===== src/rtl/i2c_control_unit.sv =====
// I2C master sequencing controller: SCL generation plus data-unit strobes for one
// single-byte transaction per Go. Optional SCL clock stretching under I2C_CLOCK_STRETCH_EN.
module i2c_control_unit #(
    parameter int CLOCK_FREQUENCY = 100_000_000,
    parameter int BAUD_RATE       = 100_000
) (
    input  logic       clock,
    input  logic       Reset,
    input  logic       Go,
    input  logic       RW,
    input  logic [6:0] Address,
    input  logic [7:0] WriteData,
    input  logic       SDAIn,
    input  logic       SCLIn,
    output logic       SCL,
    output logic       WriteLoad,
    output logic       ReadorWrite,
    output logic       ShiftorHold,
    output logic       Select,
    output logic       StartStopAck,
    output logic [7:0] SentData,
    output logic       Busy,
    output logic       Done,
    output logic       AckError
);

    localparam int QUARTER_RAW = CLOCK_FREQUENCY / (4 * BAUD_RATE);
    localparam int QUARTER     = (QUARTER_RAW < 1) ? 1 : QUARTER_RAW;
    localparam int CNT_W       = (QUARTER > 1) ? $clog2(QUARTER) : 1;
    localparam logic [CNT_W-1:0] CNT_LAST = CNT_W'(QUARTER - 1);

    typedef enum logic [2:0] {
        IDLE, START, ADDR, ADDR_ACK, DATA, DATA_ACK, STOP
    } state_t;

    state_t           state, state_nxt;
    logic [1:0]       q, q_nxt;
    logic [CNT_W-1:0] cnt, cnt_nxt;
    logic [2:0]       bit_idx, bit_nxt;
    logic             rw_lat, rw_nxt;
    logic [7:0]       wdata_lat, wdata_nxt;
    logic [7:0]       sent_nxt;
    logic             ack_err_nxt;
    logic             scl_nxt, wl_nxt, rdwr_nxt, sh_nxt, sel_nxt, ssa_nxt;
    logic             busy_nxt, done_nxt;
    logic             hold, advance, quarter_end, bit_end, last_nxt;

`ifdef I2C_CLOCK_STRETCH_EN
    // A slave holding SCL low freezes the quarter counter during the high phase.
    always_comb begin
        hold = 1'b0;
        if (state != IDLE && !SCLIn)
            hold = q[1] || (state == STOP && q != 2'd0);
    end
`else
    logic unused_sclin;
    assign unused_sclin = SCLIn;
    assign hold = 1'b0;
`endif

    always_ff @(posedge clock or negedge Reset) begin
        if (!Reset) begin
            state        <= IDLE;
            q            <= 2'd0;
            cnt          <= '0;
            bit_idx      <= 3'd0;
            rw_lat       <= 1'b0;
            wdata_lat    <= 8'd0;
            SentData     <= 8'd0;
            AckError     <= 1'b0;
            SCL          <= 1'b1;
            StartStopAck <= 1'b1;
            ReadorWrite  <= 1'b0;
            Select       <= 1'b0;
            ShiftorHold  <= 1'b0;
            WriteLoad    <= 1'b0;
            Busy         <= 1'b0;
            Done         <= 1'b0;
        end else begin
            state        <= state_nxt;
            q            <= q_nxt;
            cnt          <= cnt_nxt;
            bit_idx      <= bit_nxt;
            rw_lat       <= rw_nxt;
            wdata_lat    <= wdata_nxt;
            SentData     <= sent_nxt;
            AckError     <= ack_err_nxt;
            SCL          <= scl_nxt;
            StartStopAck <= ssa_nxt;
            ReadorWrite  <= rdwr_nxt;
            Select       <= sel_nxt;
            ShiftorHold  <= sh_nxt;
            WriteLoad    <= wl_nxt;
            Busy         <= busy_nxt;
            Done         <= done_nxt;
        end
    end

    always_comb begin
        state_nxt   = state;
        q_nxt       = q;
        cnt_nxt     = cnt;
        bit_nxt     = bit_idx;
        rw_nxt      = rw_lat;
        wdata_nxt   = wdata_lat;
        sent_nxt    = SentData;
        ack_err_nxt = AckError;
        done_nxt    = 1'b0;
        advance     = (state != IDLE) && !hold;
        quarter_end = (cnt == CNT_LAST);
        bit_end     = quarter_end && (q == 2'd3);

        if (state == IDLE) begin
            if (Go) begin
                state_nxt   = START;
                q_nxt       = 2'd0;
                cnt_nxt     = '0;
                bit_nxt     = 3'd0;
                rw_nxt      = RW;
                wdata_nxt   = WriteData;
                sent_nxt    = {Address, RW};
                ack_err_nxt = 1'b0;
            end
        end else if (advance) begin
            if (quarter_end) begin
                cnt_nxt = '0;
                q_nxt   = q + 2'd1;
            end else begin
                cnt_nxt = cnt + 1'b1;
            end
            // Slave acknowledge is sampled late in the SCL high phase.
            if ((state == ADDR_ACK || (state == DATA_ACK && !rw_lat)) &&
                q == 2'd2 && quarter_end) begin
                if (SDAIn)
                    ack_err_nxt = 1'b1;
                else if (state == ADDR_ACK)
                    sent_nxt = wdata_lat;
            end
            if (bit_end) begin
                case (state)
                    START: begin
                        state_nxt = ADDR;
                        bit_nxt   = 3'd0;
                    end
                    ADDR: begin
                        bit_nxt = bit_idx + 3'd1;
                        if (bit_idx == 3'd7) state_nxt = ADDR_ACK;
                    end
                    ADDR_ACK: begin
                        state_nxt = AckError ? STOP : DATA;
                        bit_nxt   = 3'd0;
                    end
                    DATA: begin
                        bit_nxt = bit_idx + 3'd1;
                        if (bit_idx == 3'd7) state_nxt = DATA_ACK;
                    end
                    DATA_ACK: state_nxt = STOP;
                    STOP: begin
                        state_nxt = IDLE;
                        done_nxt  = 1'b1;
                    end
                    default: state_nxt = IDLE;
                endcase
            end
        end

        // Outputs are decoded from the position being entered so they register in step with it.
        last_nxt = (cnt_nxt == CNT_LAST);
        scl_nxt  = 1'b1;
        ssa_nxt  = 1'b1;
        rdwr_nxt = 1'b0;
        sel_nxt  = 1'b0;
        wl_nxt   = 1'b0;
        sh_nxt   = 1'b0;
        case (state_nxt)
            START: begin
                rdwr_nxt = 1'b1;
                ssa_nxt  = !q_nxt[1];
                wl_nxt   = (q_nxt == 2'd3) && last_nxt;
            end
            ADDR: begin
                scl_nxt  = q_nxt[1];
                sel_nxt  = 1'b1;
                rdwr_nxt = 1'b1;
                sh_nxt   = (q_nxt == 2'd0) && last_nxt && (bit_nxt != 3'd0);
            end
            ADDR_ACK: begin
                scl_nxt = q_nxt[1];
                wl_nxt  = (q_nxt == 2'd3) && last_nxt && !ack_err_nxt;
            end
            DATA: begin
                scl_nxt = q_nxt[1];
                sel_nxt = 1'b1;
                if (rw_nxt) begin
                    sh_nxt = (q_nxt == 2'd2) && last_nxt;
                end else begin
                    rdwr_nxt = 1'b1;
                    sh_nxt   = (q_nxt == 2'd0) && last_nxt && (bit_nxt != 3'd0);
                end
            end
            DATA_ACK: begin
                scl_nxt  = q_nxt[1];
                rdwr_nxt = rw_nxt;
            end
            STOP: begin
                rdwr_nxt = 1'b1;
                scl_nxt  = (q_nxt != 2'd0);
                ssa_nxt  = q_nxt[1];
            end
            default: ;
        endcase
        // A held position must not repeat its strobe.
        if (hold) begin
            wl_nxt = 1'b0;
            sh_nxt = 1'b0;
        end
        busy_nxt = (state_nxt != IDLE);
    end

endmodule


===== config.mk =====
export PLATFORM = sky130hd
export DESIGN_NAME = i2c_control_unit
export DESIGN_NICKNAME = d
export VERILOG_FILES = /design/src/rtl/i2c_control_unit.sv
export SDC_FILE = /design/constraint.sdc
export NUM_CORES = 1
export LEC_CHECK = 0
export CORE_MARGIN = 2
export CORE_UTILIZATION = 56
export DETAILED_ROUTE_END_ITERATION = 12
export MAX_ROUTING_LAYER = met4
export PLACE_DENSITY = 0.84
export SKIP_LAST_GASP = 1
export SLEW_MARGIN = 20
export SYNTH_ARGS = -nofsm -noshare
export SYNTH_HDL_FRONTEND = slang
export SYNTH_SLANG_ARGS = --single-unit

===== constraint.sdc =====
create_clock -name clock -period 6.9 [get_ports clock]
set_clock_uncertainty 0.1 [all_clocks]
set_input_delay 1.38 -clock clock [delete_from_list [all_inputs] [get_ports clock]]
set_output_delay 1.38 -clock clock [all_outputs]
set_load 0.03 [all_outputs]

==> qor.yml, run 1 <==
yosys:
  synth_edf_count: 0
  synth_seq_cells: 42
  ys_warn_count: 0
  syn_nets: 230
  synthCells: 203
  synth_cell_types: 56
  post_synth.cell_area_avg_um2: 10.8
  netlist_top_cells_area: "dfrtp_1 (46%), mux2i_1 (4.6%), mux2_1 (4.1%)"
  ys.flop_type: "dfrtp_1"
  synth_top_area_share_pct: 45.5
  ys_seq_area_share_pct: 47.9
  synth_top_cell_by_area: "dfrtp_1"
  async_flop_share_pct: 100
  syn-cell-area_um2: 2200
place:
  dpl.hpwl_um: 3290
  dp_slack_ps: 3080
  dp_cells: 280
  gp_congestion: 0.845
  placed_cell_area_um2: 2560
  portBuffers: 36
final_layout:
  area_growth_pct: 20.3
  drive_gt1_share_pct: 10.4
  instances_no_fill: 288
  fillers: 288
  final_area_um2: 2650
  antenna_cells: 0
  nets: 266
worst_setup_path:
  crit_required_ps: 6980
  worstSetupPathType: "input port to flip-flop"
  timing.rr.end: "ShiftorHold$_DFF_PN0_"
  r2r_start: "state[0]$_DFF_PN0_"
  ff2ff_path_depth: 5
  r2r_slack_ps: 3630
  crit_arrival_ps: 3590
  startpoint_type: "input port"
  cp-end-kind: "flip-flop"
  cp_max_fo: 6
cts:
  cts_sinks: 42
  cts_tree: "yes"
  post-cts-setup-buffers: 0
  postCtsHoldBufs: 0
  cts_buffer_depth: 2
  ctsHtreeMaxLevel: 2
  numCtsBuffers: 5
  worstSkewPairLatency_ps: 290
  cts-root-buf: "clkbuf_8"
  path_clk_slew_ps: 80
  post_cts_resized: 0
hold_path:
  whs_path_depth: 2
  worst_hold_startpoint: "SentData[1]$_DFFE_PN0P_"
  hold_class: "flip-flop to flip-flop"
  min_to: "SentData[1]$_DFFE_PN0P_"
grt:
  grt_pass1_vias: 1631
  grt_max_degree: 43
  grt_util_met3_pct: 3.55
  gr-total-overflow: 0
  top_usage_layer: "met2"
  antenna_found_initial: 0
  grt_util_met2_pct: 37.9
  grt.total_usage_pct: 23.2
  grt_pass1_wl_um: 7560
  grt_use_met1_pct: 30.2
pwr:
  power_density_nw_per_um2: 157
  leakage_nw: 1.06
  vdd_ir_drop_max_v: 0.000116
  p_total_mw: 0.415
routing:
  final_antenna_net_count: 0
  dr.pass1.iters: 4
  first_iter_violations: 76
  avgViaCountPerCell: 5.86
  drc: 0
  wl_per_cell_um: 15.3
  totalWireLength_um: 4400
  dr_total_vias: 1687
sta:
  grt_setup_unrepaired: "no"
  fin_crit_sh_pct: 50.9
  clock.fmax_mhz: 285
  fin_ws_ps: 3390
  setup_violations: 0
  tightest_slew_ps: 894
  final_hold_viol_count: 0
  finalCriticalPeriod_ps: 3510
  max_slew_margin_pct: 40.2
  setup-tns-final_ps: 0
  drv_slew: 0
job:
  maxCapViolations: 0
status:
  status: "finished clean"
floorplanning:
  rows: 22
  dieArea_um2: 4440
  core_um2: 3720
  num_io_pins: 38
  die_x_um: 66.7
  die_y_um: 66.7
  start_util_pct: 59.2
## flip-flops by register name, summed over array words and instances (netlist names)
signal	count
q	2
Done	1
cnt	8
AckError	1
ShiftorHold	1
Select	1
ReadorWrite	1
WriteLoad	1
bit_idx	3
rw_lat	1
wdata_lat	8
SCL	1
StartStopAck	1
Busy	1
SentData	8
state	3
## layer usage
layer  share of wire (%)  vias to the layer above
met5                   0                        -
met4                 1.7                        0
met3                 4.7                        7
met2                  49                       45
met1                  44                      802
li1                    -                      833
## synth_stat cells (all sizes together) (4+ instances only)
cell type,count
dfrtp,40
ha,6
nand4,6
nand2,22
o211ai,4
or3,4
inv,9
mux2,8
buf,4
nor2,6
nor3,4
a21oi,5
nor4,4
nand3,6
mux2i,10
o21ai,21
## cells in the final DEF (no fill, tap or decap), types with 3 or more instances in the layout
cell type	instances
nand3_1	4
o211ai_1	4
nor2_1	6
clkbuf_8	5
mux2i_1	10
o21ai_1	12
nor4_1	3
o21a_1	3
o21ai_0	7
inv_1	8
nand4_1	6
nor3_1	3
dfrtp_1	40
ha_1	6
a211o_1	3
mux2_1	8
a21oi_1	5
clkdlybuf4s50_1	35
nand2_1	22
## stage by stage
| stage | hold WS [ps] | util [%] |
|---|---|---|
| after floorplan | 364 | - |
| after global placement | 366 | 68.9 |
| after detailed placement | 375 | 68.9 |
| after CTS | 391 | 71.2 |
| after global routing | 416 | 71.2 |
| final | 384 | 71.2 |
## logic make-up (layout without fill, tap and decap cells)
kind of cell	Yosys count	count (layout)	share of synthesized area (%)
and+or+nand+nor	66	66	18.4
AOI/OAI and AO/OA	53	53	16.8
DFF	42	42	47.9
muxes	18	18	8.65
buffers and inverters	16	53	4.04
adders and majority gates	6	6	3.41
xor gates and xnor gates	2	2	0.797
## critical path, cell delays in order
cell and delay (ps):
clkdlybuf4s50_1 470, nor4_2 580, nand2_1 110, o211ai_1 120
nand4_1 140, or3_4 420, a2111oi_2 360
## worst max-delay path by stage
stage	from	endpoint
finish	Go	ShiftorHold$_DFF_PN0_
global route	Go	ShiftorHold$_DFF_PN0_
CTS	Go	ShiftorHold$_DFF_PN0_
detailed placement	Go	ShiftorHold$_DFF_PN0_
global placement	Go	ShiftorHold$_DFF_PN0_
floorplan	Go	ShiftorHold$_DFF_PN0_
## where the power goes
group	leakage (nW)	total (mW)	switching [mW]	internal [mW]
Clock	0.0452	0.151	0.0793	0.0713
Combinational	0.477	0.0176	0.00743	0.0102
Sequential	0.536	0.247	0.000287	0.246
Total	1.06	0.415	0.0871	0.328
## layout make-up
| class | count | area (um2) | area share [%] |
|---|---|---|---|
| inverter | 9 | 33.8 | 1.28 |
| clock inverter | 2 | 13.8 | 0.520 |
| clock buffer | 6 | 72.6 | 2.74 |
| timing repair buffer | 36 | 355 | 13.4 |
| tap | 48 | 60.1 | 2.27 |
| sequential | 42 | 1050 | 39.8 |
| multi-input combinational | 145 | 1060 | 39.9 |
(Power assumes the default switching activity.)
==> run 2, diff against run 1 <==
Settings changed: CORE_UTILIZATION 56 to 52, PLACE_DENSITY 0.84 to 0.79.
Clock period 6.9 ns to 3.6 ns, I/O delays scaled along.
==> qor.yml, run 2 (synthesis results as in run 1) <==
final_layout:
  reg.largest.list: "SentData x8, cnt x8, wdata_lat x8"
  area_growth_pct: 21.5
  instances_no_fill: 292
  seq_area_um2: 1050
  drive_gt1_share_pct: 11.6
  fillers: 317
  multi_input_area_um2: 1060
  nets: 268
  layout_common_cells: "dfrtp_1 (40), clkdlybuf4s50_1 (35), nand2_1 (22)"
  layout_commonest_cell: "dfrtp_1"
  antenna_cells: 0
worst_setup_path:
  cp_top_family: "simple AND/OR/NAND/NOR gates"
  startpoint_type: "flip-flop"
  cp-end-kind: "flip-flop"
  crit_arrival_ps: 2880
  cp_max_fo: 19
  cpMaxStageDelayCell: "nor3_4"
  worstSetupPathType: "flip-flop to flip-flop"
  cpPeakStageDelay_ps: 810
  critPathBufInv: 0
  crit_required_ps: 3680
  crit_chain: "nor3_4 > nand2_1 > mux2i_1 > o21bai_1 > a2111oi_2"
sta:
  tightest_slew_ps: 907
  final_hold_viol_count: 0
  fin_crit_sh_pct: 77.7
  finalCriticalPeriod_ps: 2800
  max_slew_margin_pct: 39.5
  setup_violations: 0
  clock.fmax_mhz: 357
  drv_slew: 0
  grt_setup_unrepaired: "no"
  fin_ws_ps: 802
  setup-tns-final_ps: 0
cts:
  cts-root-buf: "clkbuf_8"
  ctsHtreeMaxLevel: 2
  post-cts-setup-buffers: 0
  cts_sinks: 42
  worstSkewPairLatency_ps: 290
  numCtsBuffers: 5
  postCtsHoldBufs: 0
  path_clk_slew_ps: 80
  cts_buffer_depth: 2
  post_cts_resized: 0
  cts_tree: "yes"
pwr:
  power_density_nw_per_um2: 305
  vdd_ir_drop_max_v: 0.000312
  pwr-share-seq_pct: 58.0
  netSwitchingFraction_pct: 20.8
  p_total_mw: 0.815
  internal_power_mw: 0.645
  p_comb_share_pct: 4.1
  leakage_nw: 1.07
  pwr-share-clk_pct: 38.0
  net-switching-power_mw: 0.170
job:
  maxCapViolations: 0
floorplanning:
  rows: 23
  start_util_pct: 54.6
  core_um2: 4030
  die_y_um: 69.0
  dieArea_um2: 4760
  die_x_um: 69.0
  num_io_pins: 38
grt:
  grt_max_degree: 43
  grt.total_usage_pct: 20.4
  antenna_found_initial: 0
  grt_pass1_vias: 1618
  gr-total-overflow: 0
  grt_pass1_wl_um: 7570
place:
  gp_congestion: 0.931
  dp_slack_ps: 537
  portBuffers: 36
  dp_cells: 284
  dpl.hpwl_um: 3240
routing:
  avgViaCountPerCell: 5.88
  dr_total_vias: 1718
  wl_per_cell_um: 15.3
  totalWireLength_um: 4480
  drc: 0
  first_iter_violations: 168
  final_antenna_net_count: 0
  dr.pass1.iters: 4
status:
  status: "finished clean"
hold_path:
  hold_class: "flip-flop to flip-flop"
-- run 2: cell count changes in the layout (fill, tap and decap cells not counted) --
cell,change
clkinvlp_4,+1
buf_4,+2
clkbuf_1,-1
clkinv_4,-1
clkbuf_8,+1
-- run 2: metal layers --
metal | global-route usage, % | wire length, um | vias to the layer above
met4 | 6.54 | 76 | 0
met3 | 4.39 | 190 | 9
met1 | 26.4 | 2070 | 834
li1 | - | - | 831
met2 | 32.2 | 2150 | 44
met5 | - | 0 | -
-- run 2: path summary, 6_finish.rpt --
kind                                               from                       end  slack, ps  cells after the start
worst max-delay path                 state[0]$_DFF_PN0_     ShiftorHold$_DFF_PN0_        800                      5
max in group asynchronous                         Reset          cnt[2]$_DFF_PN0_       2380                      1
min in group asynchronous                         Reset  wdata_lat[7]$_DFFE_PN0P_        450                      1
worst min-delay path            SentData[1]$_DFFE_PN0P_   SentData[1]$_DFFE_PN0P_        390                      2
worst min register to register  SentData[1]$_DFFE_PN0P_   SentData[1]$_DFFE_PN0P_        390                      2
worst max register to register       state[0]$_DFF_PN0_     ShiftorHold$_DFF_PN0_        800                      5
-- run 2: power by group through the flow --
stage / combinational, mW / sequential, mW / clock (mW)
floorplan: 0.00159 / 0.483 / 0
finish: 0.0331 / 0.473 / 0.310
global placement: 0.0339 / 0.482 / 0
global route: 0.0370 / 0.473 / 0.337
CTS: 0.0341 / 0.473 / 0.321
detailed placement: 0.0341 / 0.482 / 0
-- run 2: layout make-up --
class,instances,share of cell area (%)
Clock buffer,6,3.09
Clock inverter,2,0.468
Inverter,9,1.26
Multi-Input combinational cell,145,39.5
Sequential cell,42,39.4
Tap cell,50,2.34
Timing Repair Buffer,38,13.9
-- run 2: worst register-to-register path, cell delays in order, from the launching register on --
cell and delay, ps:
dfrtp_1 560, nor3_4 810, nand2_1 280, mux2i_1 400, o21bai_1 160, a2111oi_2 370
-- run 2: stage by stage --
stage	utilization, %	area [um2]	hold slack (ps)
finish	66.3	2670	388
global route	66.3	2670	415
CTS	66.3	2670	393
detailed placement	63.9	2580	375
global placement	63.9	2580	367
floorplan	-	2200	324
